$ cat config.mk
export PLATFORM = sky130hd
export DESIGN_NAME = sign_extend_4to16
export DESIGN_NICKNAME = d
export VERILOG_FILES = /design/src/rtl/sign_extend_4to16_pkg.sv /design/src/rtl/sign_extend_4to16_core.sv /design/src/rtl/sign_extend_4to16.sv
export SDC_FILE = /design/constraint.sdc
export NUM_CORES = 1
export LEC_CHECK = 0
export CAP_MARGIN = 10
export CORE_MARGIN = 2
export CORE_UTILIZATION = 30
export DETAILED_ROUTE_END_ITERATION = 10
export PLACE_DENSITY = 0.81
export SLEW_MARGIN = 20
export SYNTH_ARGS = -nofsm -noshare
export SYNTH_HDL_FRONTEND = slang
export SYNTH_SLANG_ARGS = --single-unit
$ cat constraint.sdc
create_clock -name clk -period 1.5 [get_ports clk]
set_input_delay 0.225 -clock clk [delete_from_list [all_inputs] [get_ports clk]]
set_output_delay 0.225 -clock clk [all_outputs]
set_load 0.05 [all_outputs]
$ cat src/rtl/sign_extend_4to16_pkg.sv
// Shared CPU definitions for the immediate extender: default field widths
// and the extension mode encodings.
package sign_extend_4to16_pkg;

    localparam int IN_W_DEF  = 4;
    localparam int OUT_W_DEF = 16;

    typedef enum logic [1:0] {
        MODE_SEXT      = 2'b00,
        MODE_ZEXT      = 2'b01,
        MODE_SEXT_SHL1 = 2'b10,
        MODE_RSVD      = 2'b11
    } ext_mode_e;

endpackage

$ cat src/rtl/sign_extend_4to16_core.sv
// Combinational immediate extender: sign, zero, or sign-then-shift-left-1.
module sign_extend_core
    import sign_extend_4to16_pkg::*;
#(
    parameter int IN_W  = IN_W_DEF,
    parameter int OUT_W = OUT_W_DEF
) (
    input  logic [IN_W-1:0]  Data_In,
    input  logic [1:0]       Mode,
    output logic [OUT_W-1:0] Data_Out
);

    logic [OUT_W-1:0] sext;
    logic [OUT_W-1:0] zext;

    assign sext = {{(OUT_W-IN_W){Data_In[IN_W-1]}}, Data_In};
    assign zext = {{(OUT_W-IN_W){1'b0}}, Data_In};

    // The reserved encoding falls through to plain sign extension.
    always_comb begin
        Data_Out = sext;
        case (ext_mode_e'(Mode))
            MODE_ZEXT:      Data_Out = zext;
            MODE_SEXT_SHL1: Data_Out = {sext[OUT_W-2:0], 1'b0};
            default:        Data_Out = sext;
        endcase
    end

endmodule

$ cat src/rtl/sign_extend_4to16.sv
// Immediate extender with a combinational output plus a one-cycle registered
// copy and valid flag.
module sign_extend_4to16
    import sign_extend_4to16_pkg::*;
#(
    parameter int IN_W  = IN_W_DEF,
    parameter int OUT_W = OUT_W_DEF
) (
    input  logic             clk,
    input  logic             rst_n,
    input  logic [IN_W-1:0]  Data_In,
    input  logic [1:0]       Mode,
    input  logic             In_Valid,
    output logic [OUT_W-1:0] Data_Out,
    output logic [OUT_W-1:0] Data_Out_Q,
    output logic             Out_Valid
);

    logic [OUT_W-1:0] data_q;
    logic [OUT_W-1:0] data_d;
    logic             valid_q;
    logic             valid_d;

    sign_extend_core #(
        .IN_W  (IN_W),
        .OUT_W (OUT_W)
    ) u_core (
        .Data_In  (Data_In),
        .Mode     (Mode),
        .Data_Out (Data_Out)
    );

    // Data holds across idle cycles; the valid flag only marks fresh captures.
    always_comb begin
        data_d  = data_q;
        valid_d = In_Valid;
        if (In_Valid) begin
            data_d = Data_Out;
        end
    end

    always_ff @(posedge clk or negedge rst_n) begin
        if (!rst_n) begin
            data_q  <= '0;
            valid_q <= 1'b0;
        end else begin
            data_q  <= data_d;
            valid_q <= valid_d;
        end
    end

    assign Data_Out_Q = data_q;
    assign Out_Valid  = valid_q;

endmodule

# After elaboration in Yosys (flattened, before gate mapping)
# Cells that the tools add are included.
# classes
reduce_logical	0
div	0
shifts	0
order_cmp	0
eq_ne	2
muxes	1
mul	0
add_sub_neg	0
n_bitwise	0
# ops
op	count
$pmux 16 s2	1
$eq 2x1->1 const B	1
$eq 2x2->1 const B	1
# word_totals
regBits	17
ramBits	0
out_inout_bits	33
latch_bits	0
rom_bits	0
n_memories	0
word_cells	5

# Logic depth before layout (Yosys ltp)
# depth
ltp_word	2
ltp_mapped	4
ltp_nobuf	4

# By module
# From an unflattened synthesis, not the netlist that was laid out.
# hier_totals
hier_cells	57
hier_area_um2	844.6
# modules_own_cells
mod	seq_area_each_um2	area_per_inst_um2	n_inst	cells_each
sign_extend_4to16	425.4	674.4	1	35
sign_extend_core	0.0	170.2	1	22

# Worst setup path before layout
# Ideal clock, no wire load.
# synth_timing
path_type	input to output
start	input port Mode[0]
end	output port Data_Out[10]
arrival_ns	1.524
slack_ns	-0.249
path_stages	4
cell_sequence	inv_1 > ha_1 > o21a_1 > buf_4
# synth_between
elab_chain_cells	2
elab_cells_between_ends	3
# synth_lines
item	line_no	source
start, declared	sign_extend_4to16.sv:12	input logic [1:0] Mode,
$eq 2x2->1 / $eq 2x1->1 (equally long branches)	sign_extend_4to16_core.sv:22	case (ext_mode_e'(Mode))
$pmux 16 s2 (*)	sign_extend_4to16_core.sv:22	
end, declared	sign_extend_4to16.sv:14	output logic [OUT_W-1:0] Data_Out,
# Mark *: on every way between the ends. The rest lies on a longest branch, timed or not.

# Final worst setup path
# layout_timing
start	input port Data_In[3]
end	output port Data_Out[6]
# layout_between
elab_chain_cells	1
# layout_lines
item	line_no	source
start, declared	sign_extend_4to16.sv:11	input logic [IN_W-1:0] Data_In,
$pmux 16 s2	sign_extend_4to16_core.sv:22	
# No other way between the ends.

==> metrics.yaml <==
p_leak_nw: 0.5367
n_antenna_cell: 0
finalHoldViolCount: 0
grt_pass1_wl_um: 2221
hp-class: "input pin to async pin"
critPathLaunchType: "input pin"
grt_usage: 0.1602
arrival_ns: 1.24
timing.rr.end: "Data_Out_Q[14]$_DFFE_PN0P_"
numPortBuffers: 41
final_cells: 100
fmax_ghz: 0.6830
fin_skew_ns: 0
ff2ff_path_depth: 1
synthCells: 52
ctsHoldBuffers: 0
path_max_fanout: 6
drive_gt1_frac: 0.6667
grt_pass1_vias: 476
cts_buffer_depth: 2
ir_drop_mv: 0.5862
dr_total_vias: 455
drtIter0Drc: 3
stdcell_area_mm2: 0.001175
dr.pass1.iters: 3
layout.nets: 97
gp_congestion: 0.7280
seq_area_um2: 150.1
ys_seq_area_frac: 0.3175
yosys_most_used_dff: "dfrtp_1"
num_io_pins: 42
grt_max_degree: 13
drcViolationCount: 0
dieHeight_um: 43.71
cap_violations: 0
start_util: 0.3176
avgRoutedWirePerCell_um: 13.63
multi_input_area_um2: 172.7
die_w_um: 43.71
yosys_warnings: 0
finalSetupViolCount: 0
yosysMostFrequentCell: "buf_4"
holdWs_ns: 0.2157
rrSetupSlack_ns: 0.70
layout_min_cycle_time_ns: 1.464
die_area_mm2: 0.001910
power_per_cell_area_mw_per_mm2: 1048
post_cts_buffers: 0
drt_wl_total_um: 1363
synth_top_area_share: 0.3492
critical_path_class: "input pin to output port"
synth_area_um2: 473.0
end_kind: "output port"
cts_tree: "done"
worst_slew_pin_slew_ns: 0.3255
fill_cells: 89
rr_startpoint: "Data_Out_Q[14]$_DFFE_PN0P_"
status: "complete, no violations"
relSlewSlack: 0.7823
synthToLayoutAreaGrowth_pct: 148.4
final_antenna_net_count: 0
placementRows: 14
worstPathRequired_ns: 1.27
fin_ws_ns: 0.03578
avgSynthCellArea_um2: 9.095
slew_viol_final: 0
netlist_top_cells_count: "buf_4 (22), dfrtp_1 (6)"
path_clk_slew_ns: 0.05
cts_root_buf: "clkbuf_4"
post-place-ws_ns: -0.4545
yosysTopAreaCell: "buf_4"
synthArstFlopShare: 1.000
post-route-period-util: 0.9761
viasPerCell: 4.550
synthTopCellsByArea: "buf_4 (35%), dfrtp_1 (32%), ha_1 (5.3%), nand3b_1 (4.8%), a31oi_1 (4.0%)"
core_region_area_mm2: 0.001489
placed_area_mm2: 0.001102
cts_buffers: 3
clock_sinks: 6
synth_edf_count: 0
ys_types: 13
tns_ns: 0
syn-num-nets: 63
h-tree-depth: 1
placed_cells: 96
ys_seq_elements: 6
rsz0062_at_grt: "no"
grt_overflow_total: 0
antenna_found_initial: 0
insertion_delay_ns: 0.24
[per-layer routing]
layer / share of wire / GRT usage / vias to the layer above / wire length [um]
met1: 0.32 / 0.1421 / 213 / 434
met2: 0.61 / 0.3324 / 27 / 831
met5: 0 / 0 / - / 0
li1: - / - / 215 / -
met4: 0 / 0.05455 / 0 / 0
met3: 0.072 / 0.04167 / 0 / 98
[worst max path at each step]
stage	startpoint	end	slack, ns
finish	Data_In[3]	Data_Out[6]	0.04
global route	Data_In[3]	Data_Out[11]	0.003
CTS	Mode[1]	Data_Out[14]	0.002
detailed placement	Mode[0]	Data_Out[2]	-0.45
global placement	Mode[0]	Data_Out[12]	-0.38
floorplan	Mode[0]	Data_Out[10]	0.01
[timing repair]
item | in CTS | in global routing
cloned | 1 | 0
gates resized for setup | 14 | 2
endpoints found under the setup margin | 19 | 14
pin swaps | 2 | 2
[final cells by class]
cell class              count  area share
multi-input cells          21      0.1470
well taps                  16     0.01704
clock buffers               3     0.01917
flip-flops and latches      6      0.1278
repair buffers             52      0.6826
inverters                   2    0.006390
[sequential cells by signal (all words and copies together), names as in the netlist]
register,cells
Data_Out_Q,5
Out_Valid,1
[kinds of logic after synthesis]
logic type | count (synthesis) | share of synthesized area
AOI/OAI and AO/OA | 8 | 0.1032
muxes | 2 | 0.05554
adders and majority gates | 2 | 0.05290
buffers and inverters | 25 | 0.3757
DFF | 6 | 0.3175
and+or+nand+nor | 9 | 0.09523
[critical path, stage by stage]
cell,delay [ns]
clkdlybuf4s50_1,0.52
o21a_4,0.20
buf_12,0.15
buf_12,0.14
[stage by stage]
stage / total power [W] / util
finish: 0.001231 / 0.7891
CTS: 0.001244 / 0.7908
detailed placement: 0.001061 / 0.7403
global route: 0.001277 / 0.7891
floorplan: 0.0006772 / -
global placement: 0.001048 / 0.7403
[layout by cell type, fill, tap and decap left out]
cell             instances
buf_12                  30
buf_4                   13
dfrtp_1                  6
clkdlybuf4s50_1          6
nand3b_1                 3
nand2_1                  3
nor2_1                   3
a31oi_1                  3
clkbuf_4                 3
o21ai_2                  2
inv_2                    1
o21ai_1                  1
o21a_1                   1
o21a_4                   1
mux2_4                   1
mux2_2                   1
inv_1                    1
ha_4                     1
ha_1                     1
buf_16                   1
buf_2                    1
clkdlybuf4s15_2          1
[where the power goes]
group,switching (W),internal (W)
clock,0.0000589,0.0000906
combinational,0.000479,0.000410
sequential,0.0000127,0.000180
total,0.000550,0.000681
Power figures use the tool's default switching activity.
